==> src/rtl/fft8_if.sv <==
// Sample-in / bin-out streaming handshake for the 8-point FFT sequencer.
// master is the producer/consumer side, slave is the sequencer.
interface fft8_if;
  logic              in_valid;
  logic              in_ready;
  logic signed [7:0] in_re;
  logic signed [7:0] in_im;
  logic               out_valid;
  logic               out_ready;
  logic               out_last;
  logic signed [10:0] out_re;
  logic signed [10:0] out_im;

  modport master (
    output in_valid, in_re, in_im, out_ready,
    input  in_ready, out_valid, out_re, out_im, out_last
  );

  modport slave (
    input  in_valid, in_re, in_im, out_ready,
    output in_ready, out_valid, out_re, out_im, out_last
  );
endinterface

==> src/rtl/fft8_sequencer.sv <==
// 8-point radix-2 DIT FFT sequencer: loads bit-reversed, issues 12
// butterflies to an external registered butterfly unit, streams bins.
module fft8_sequencer (
  input  logic        clk,
  input  logic        rst,
  fft8_if.slave       io,
  output logic        busy,
  output logic [1:0]  bf_k,
  output logic [21:0] bf_x0,
  output logic [21:0] bf_x1,
  input  logic [23:0] bf_a0,
  input  logic [23:0] bf_a1
);

  localparam logic [1:0] LOAD  = 2'd0;
  localparam logic [1:0] ISSUE = 2'd1;
  localparam logic [1:0] WB    = 2'd2;
  localparam logic [1:0] OUT   = 2'd3;

  logic [1:0]  state_q, state_d;
  logic [2:0]  cnt_q, cnt_d;
  logic [1:0]  s_q, s_d;
  logic [1:0]  b_q, b_d;
  logic [2:0]  i0_q, i0_d;
  logic [2:0]  i1_q, i1_d;
  logic [21:0] mem_q [8];

  logic [2:0] half, g, j, i0, i1, kk;
  logic [2:0] wr_addr;
  logic       accept;

  function automatic logic [10:0] sat11(input logic [11:0] v);
    if (v[11] != v[10])
      return v[11] ? 11'h400 : 11'h3ff;
    return v[10:0];
  endfunction

  // Butterfly addressing for stage s, butterfly b.
  always_comb begin
    half = 3'd1 << s_q;
    g    = {1'b0, b_q} >> s_q;
    j    = {1'b0, b_q} & (half - 3'd1);
    i0   = ((half << 1) * g) + j;
    i1   = i0 + half;
    kk   = j << (2'd2 - s_q);
  end

  assign wr_addr = {cnt_q[0], cnt_q[1], cnt_q[2]};
  assign accept  = (state_q == LOAD) && io.in_valid;

  assign io.in_ready  = (state_q == LOAD);
  assign io.out_valid = (state_q == OUT);
  assign io.out_last  = (state_q == OUT) && (cnt_q == 3'd7);
  assign io.out_re    = (state_q == OUT) ? mem_q[cnt_q][21:11] : '0;
  assign io.out_im    = (state_q == OUT) ? mem_q[cnt_q][10:0]  : '0;

  assign busy  = (state_q == ISSUE) || (state_q == WB);
  assign bf_k  = (state_q == ISSUE) ? kk[1:0]   : '0;
  assign bf_x0 = (state_q == ISSUE) ? mem_q[i0] : '0;
  assign bf_x1 = (state_q == ISSUE) ? mem_q[i1] : '0;

  always_comb begin
    state_d = state_q;
    cnt_d   = cnt_q;
    s_d     = s_q;
    b_d     = b_q;
    i0_d    = i0_q;
    i1_d    = i1_q;
    unique case (state_q)
      LOAD: begin
        if (io.in_valid) begin
          cnt_d = cnt_q + 3'd1;
          if (cnt_q == 3'd7) begin
            state_d = ISSUE;
            s_d     = 2'd0;
            b_d     = 2'd0;
          end
        end
      end
      ISSUE: begin
        i0_d    = i0;
        i1_d    = i1;
        state_d = WB;
      end
      WB: begin
        state_d = ISSUE;
        if (b_q != 2'd3) begin
          b_d = b_q + 2'd1;
        end else if (s_q != 2'd2) begin
          b_d = 2'd0;
          s_d = s_q + 2'd1;
        end else begin
          cnt_d   = 3'd0;
          state_d = OUT;
        end
      end
      OUT: begin
        if (io.out_ready) begin
          cnt_d = cnt_q + 3'd1;
          if (cnt_q == 3'd7) begin
            cnt_d   = 3'd0;
            state_d = LOAD;
          end
        end
      end
      default: state_d = LOAD;
    endcase
  end

  always_ff @(posedge clk) begin
    if (rst) begin
      state_q <= LOAD;
      cnt_q   <= '0;
      s_q     <= '0;
      b_q     <= '0;
      i0_q    <= '0;
      i1_q    <= '0;
    end else begin
      state_q <= state_d;
      cnt_q   <= cnt_d;
      s_q     <= s_d;
      b_q     <= b_d;
      i0_q    <= i0_d;
      i1_q    <= i1_d;
    end
  end

  // Working memory is never cleared; every entry is rewritten per frame.
  always_ff @(posedge clk) begin
    if (!rst && accept)
      mem_q[wr_addr] <= {{{3{io.in_re[7]}}, io.in_re},
                         {{3{io.in_im[7]}}, io.in_im}};
    if (!rst && state_q == WB) begin
      mem_q[i0_q] <= {sat11(bf_a0[23:12]), sat11(bf_a0[11:0])};
      mem_q[i1_q] <= {sat11(bf_a1[23:12]), sat11(bf_a1[11:0])};
    end
  end

endmodule

==> src/flat_wrapper.sv <==
// flat-port wrapper written by rule: the top's interface ports become plain ports
module fft8_sequencer_flat 
  (clk, rst, busy, bf_k, bf_x0, bf_x1, bf_a0, bf_a1, io_in_valid, io_in_re, io_in_im, io_out_ready, io_in_ready, io_out_valid, io_out_re, io_out_im, io_out_last);
  fft8_if io_i ();
  input  logic clk;
  input  logic rst;
  output logic busy;
  output logic [1:0] bf_k;
  output logic [21:0] bf_x0;
  output logic [21:0] bf_x1;
  input  logic [23:0] bf_a0;
  input  logic [23:0] bf_a1;
  input wire logic [$bits(io_i.in_valid)-1:0] io_in_valid;
  input wire logic [$bits(io_i.in_re)-1:0] io_in_re;
  input wire logic [$bits(io_i.in_im)-1:0] io_in_im;
  input wire logic [$bits(io_i.out_ready)-1:0] io_out_ready;
  output wire logic [$bits(io_i.in_ready)-1:0] io_in_ready;
  output wire logic [$bits(io_i.out_valid)-1:0] io_out_valid;
  output wire logic [$bits(io_i.out_re)-1:0] io_out_re;
  output wire logic [$bits(io_i.out_im)-1:0] io_out_im;
  output wire logic [$bits(io_i.out_last)-1:0] io_out_last;
  assign io_i.in_valid = io_in_valid;
  assign io_i.in_re = io_in_re;
  assign io_i.in_im = io_in_im;
  assign io_i.out_ready = io_out_ready;
  assign io_in_ready = io_i.in_ready;
  assign io_out_valid = io_i.out_valid;
  assign io_out_re = io_i.out_re;
  assign io_out_im = io_i.out_im;
  assign io_out_last = io_i.out_last;
  fft8_sequencer u_core (.clk(clk), .rst(rst), .io(io_i), .busy(busy), .bf_k(bf_k), .bf_x0(bf_x0), .bf_x1(bf_x1), .bf_a0(bf_a0), .bf_a1(bf_a1));
endmodule
==> config.mk <==
export PLATFORM = sky130hd
export DESIGN_NAME = fft8_sequencer_flat
export DESIGN_NICKNAME = d
export VERILOG_FILES = /design/src/rtl/fft8_if.sv /design/src/rtl/fft8_sequencer.sv /design/src/flat_wrapper.sv
export SDC_FILE = /design/constraint.sdc
export NUM_CORES = 1
export LEC_CHECK = 0
export CORE_AREA = 2 2 197 199
export DETAILED_ROUTE_END_ITERATION = 10
export DIE_AREA = 0 0 199 201
export PLACE_DENSITY_LB_ADDON = 0.3
export SETUP_SLACK_MARGIN = 0.02
export SLEW_MARGIN = 20
export SYNTH_ARGS = -nofsm -noshare
export SYNTH_HDL_FRONTEND = slang
export SYNTH_SLANG_ARGS = --single-unit
export TNS_END_PERCENT = 30
==> constraint.sdc <==
create_clock -name clk -period 4.4 [get_ports clk]
set_clock_uncertainty 0.15 [all_clocks]
set_input_delay 0.66 -clock clk [delete_from_list [all_inputs] [get_ports clk]]
set_output_delay 0.66 -clock clk [all_outputs]
set_load 0.03 [all_outputs]
Yosys cells after proc, flatten, opt, wreduce, memory -nomap -nowiden. Memory sizes are Yosys's and may differ from the RTL's. A register that Yosys moved wholly into a read port is not among the register bits. Index checks and enable logic that the tools add are counted.

Register bits: 15. Memory bits (writable): 176. Input port bits: 68. Output and inout port bits: 72. Word-level logic and storage cells: 109. Memories kept: 1.

Add/subtract/negate cells: 7. Multipliers: 1. Equality and inequality tests: 18. Shifts and indexed selects: 3. Multiplexer cells: 58. Bitwise gates (word level): 1. Reduce and logical (&&, ||, !) cells: 14.

Memories: u_core.mem_q (words 8, bits a word 22, rd ports 3, clocked after memory_dff 1, wr ports 2, RTL line fft8_sequencer.sv:26) `logic [21:0] mem_q [8];`.

Operators with widths (number): $mux 11 (18); $mux 22 (3); $mux 2 (12); $mux 3 (8); $reduce_or 22->1 (1); $ne 2x2->1 const B (7); $mux 1 (13); $reduce_and 5->1 (2); $pmux 3 s3 (1); $pmux 2 s2 (2); $pmux 2 s4 (1); $reduce_and 4->1 (2); $add 3x3->3 (2); $add 2x1->2 const B (2); $eq 2x2->1 const B (2); $logic_and 1x1->1 (4); $ne 1x1->1 (4); $ne 2x1->1 const B (2); $add 3x1->3 const B (1); $and 2x3->3 (1); $eq 3x3->1 const B (1); $mul 2x3->2 (1); $ne 3x3->1 const B (1); $reduce_bool 3->1 (1); other kinds (10) (10).

Logic depth before layout (Yosys ltp). An unclocked memory read counts as a cell.

Word-level depth: 7. Mapped depth: 12. Mapped depth without buffers: 10.

Worst setup path before layout. No wires, ideal clock.

Kind: reg2out. Start point: reg u_core.s_q[0]. End point: out bf_x1[3]. Arrival time: 3.502 ns. Path slack: 0.088 ns. Stages on the path, launching flop included: 13. Buffers on the path: 3. Cells stage by stage: dfxtp_1 -> inv_1 -> ha_1 -> nor3b_1 -> ha_1 -> clkbuf_1 -> inv_1 -> fa_1 -> clkbuf_1 -> clkbuf_1 -> mux4_2 -> nand2_1 -> o21ai_1.

Longest elaborated chain between the ends: 7. Elaborated cells between the ends (all ways): 9. Classes of those cells: add/sub: 3; mul: 1; shift: 2; mux: 1; bitwise: 1; memory: 1.

Ends and longest elaborated chain: from (decl) (RTL line fft8_sequencer.sv:22) `logic [1:0] s_q, s_d;`; from (signal assigned) (RTL line fft8_sequencer.sv:114) `s_q <= '0;`; from (signal assigned) (RTL line fft8_sequencer.sv:121) `s_q <= s_d;`; parallel branches: the longest is 3 deep, another holds $mul 2x3->2; $add 3x3->3 (*) (RTL line fft8_sequencer.sv:43) `i0 = ((half << 1) * g) + j;`; named net u_core.i0[1] (RTL line fft8_sequencer.sv:28) `logic [2:0] half, g, j, i0, i1, kk;`; $add 3x3->3 (*) (RTL line fft8_sequencer.sv:44) `i1 = i0 + half;`; $mem_v2 8x22 (*); $mux 22 (*) (RTL line fft8_sequencer.sv:60) `assign bf_x1 = (state_q == ISSUE) ? mem_q[i1] : '0;`; to (decl) (RTL line flat_wrapper.sv:10) `output logic [21:0] bf_x1;`.

Mark *: on every way through the listed nets, which the timed path passes.

Worst setup path after layout.
Start point: reg u_core.s_q[0]. End point: out bf_x1[19].

Same word-level chain as after synthesis.

==> impl_metrics.csv <==
group,metric,value,unit
routing,via_per_inst,5.73,
cells_and_area,antenna_cells,0,
timing,holdWs,0.377,ns
yosys,ys_ff_latch,194,
pwr,p_leak,6.09,nW
timing,finalHoldViolations,0,
clocking,htreeDepth,4,
timing,rsz0062_at_grt,"true",
place,postPlaceCellArea,0.0157,mm^2
yosys,ys_warn_count,0,
yosys,netlist_area,0.0131,mm^2
clocking,clk_pin_slew,0.08,ns
clocking,clock_sinks,194,
floorplanning,ioPinCount,140,
floorplanning,die_h,201,um
timing,drv_slew,0,
cells_and_area,final_cell_area,0.0163,mm^2
global_routing,first_global_vias,9846,
routing,ant_nets,0,
timing,min_period,4.26,ns
place,portBuffers,139,
routing,drt_pass1_iterations,5,
setup_path,setup.worst_path.start,"u_core.s_q[0]",
global_routing,grt_max_degree,45,
setup_path,arrival,3.45,ns
clocking,insertion_delay,0.44,ns
yosys,yosys.area.top_type,"edfxtp_1",
yosys,ys_seq_area_share,43.0,%
global_routing,grt_pass1_wl,62.7,mm
yosys,synthFlopType,"edfxtp_1",
flow_run,max_cap_viol_count,0,
timing,fmax,235,MHz
setup_path,reg2reg_depth,8,
timing,max_slew_margin,36.8,%
routing,finalWirelength,42.4,mm
clocking,hold_buffers,0,
yosys,ys_types,46,
run_status,outcome,"complete, no violations",
hold_path,hp-start,"u_core.i0_q[0]",
yosys,avgSynthCellArea,12.4,um^2
setup_path,critPathMaxFanout,31,
cells_and_area,nets,1278,
yosys,synth-edff-count,176,
yosys,yosysTopAreaCellShare,40.3,%
global_routing,antenna_found_initial,0,
pwr,ir_drop,0.248,mV
floorplanning,rows,72,
floorplanning,start_util,34.4,%
yosys,syn_inst,1061,
routing,num_vias,9842,
pwr,p_per_area,384,mW/mm^2
cells_and_area,drive_gt1_share,24.8,%
clocking,cts_setup_buffers,0,
timing,tightest_slew,0.948,ns
yosys,syn_nets,1150,
setup_path,cp.required,3.59,ns
setup_path,path_class,"flip-flop to output pin",
timing,finalSetupTns,0,ns
routing,drt_iter0_markers,903,
setup_path,critical_path.startpoint_type,"flip-flop",
clocking,cts_made_buffers,17,
global_routing,grt_remaining_overflow,0,
cells_and_area,area_growth,24.2,%
clocking,cts.path.max_buffers,2,
cells_and_area,final_cell_mix,"176 x edfxtp_1, 146 x nand2_1, 142 x mux2i_1",
global_routing,grtUsageTotal,21.4,%
place,dp_hpwl,27.9,mm
hold_path,hold_class,"flip-flop to flip-flop",
floorplanning,die_area,0.0400,mm^2
clocking,cts_tree,"yes",
cells_and_area,final_common_cell,"edfxtp_1",
floorplanning,die_x,199,um
setup_path,end_kind,"output pin",
routing,drc,0,
hold_path,hold_depth,2,
clocking,root_buffer,"clkbuf_16",
floorplanning,core-area,0.0381,mm^2
setup_path,timing.rr.start,"u_core.state_q[0]",
pwr,p_total,6.26,mW
place,place_congestion,0.799,
timing,finalSetupViolCount,0,
routing,post_drt_wl_per_cell,24.7,um
yosys,synthArstFlopShare,0,%
yosys,yosys-top-cells-area,"edfxtp_1 40%, mux4_2 23%, mux2i_1 11%",
timing,final.period_utilization,96.8,%
[critical path, cell delays in order (launching register included)]
cell and delay, ns:
dfxtp_2 0.42, inv_1 0.12, ha_2 0.25, nor3b_1 0.15
ha_2 0.36, inv_1 0.07, fa_2 0.56, buf_12 0.23
mux4_2 0.53, nand2_1 0.09, o21ai_2 0.07, buf_12 0.14
[cell families (layout without fill, tap and decap cells)]
kind of cell	after synthesis	in the layout	synth area share [%]
buf+inv	104	244	3.48
fa+ha+maj	21	21	2.06
simple gates	269	269	9.02
flops	194	194	43.0
xor+xnor	5	5	0.506
mux	274	274	33.5
compound gates	193	193	8.36
other cells	1	1	0.0286
[repair_timing]
action / 4_1_cts / 5_1_grt
gates resized for setup: 7 / 2
hold endpoints to repair: 0 / 0
setup endpoints to repair: 16 / 11
[metal layers]
layer  vias to the layer above  GRT usage, %  part of all wire (%)
li1                       4366             -                     -
met4                         0          7.44                   3.2
met2                       466          36.6                    49
met5                         -             0                     0
met3                        68          3.53                   7.0
met1                      4942          27.5                    40
[metrics by stage]
stage | setup slack (ns) | util, % | cells
2_1_floorplan | 0.0883 | - | 1061
3_3_place_gp | 0.350 | 41.2 | 1688
3_5_place_dp | 0.333 | 41.2 | 1688
4_1_cts | 0.0564 | 42.7 | 1719
5_1_grt | 0.0166 | 42.7 | 1719
6_report | 0.143 | 42.7 | 1719
[registers in the layout, indices dropped and copies added, names as in the netlist, named ones only]
| signal | cells |
|---|---|
| u_core.state_q | 2 |
| u_core.cnt_q | 3 |
| u_core.b_q | 2 |
| u_core.i0_q | 3 |
| u_core.i1_q | 3 |
| u_core.s_q | 2 |
| u_core.mem_q | 176 |
[cell type report]
cell class | instances | area (um^2)
repair buffers | 196 | 2240
inverters | 17 | 63.8
clock buffers | 17 | 425
flip-flops and latches | 194 | 5650
fillers | 3502 | 21800
clock inverters | 14 | 173
multi-input cells | 763 | 7090
well taps | 518 | 648
[power by group]
part / switching [mW] / leakage, nW / total [mW] / internal (mW)
Clock: 0.736 / 0.291 / 1.59 / 0.856
Sequential: 0.125 / 1.74 / 2.29 / 2.16
Combinational: 1.26 / 4.06 / 2.38 / 1.12
Total: 2.12 / 6.09 / 6.26 / 4.14
[path summary, 6_finish.rpt]
kind | end | slack, ns
worst min-delay path | u_core.i0_q[0] | 0.38
worst max register to register | u_core.mem_q[3][0] | 0.94
worst max-delay path | bf_x1[19] | 0.14
worst min register to register | u_core.i0_q[0] | 0.38
[cell usage after synthesis (5+ instances only)]
library cell and number:
a21boi_0 23, a21oi_1 60, a31oi_1 5, buf_1 13, buf_2 14, buf_4 5
clkbuf_1 51, dfxtp_1 18, edfxtp_1 176, ha_1 20, inv_1 17, mux2i_1 142
mux4_2 132, nand2_1 146, nand2b_1 5, nand3_1 26, nand3_2 5, nor2_1 64
nor3b_1 5, o21ai_0 73, o21ai_1 12, o21ai_2 10
No activity file was read; power rests on OpenSTA's default activity.
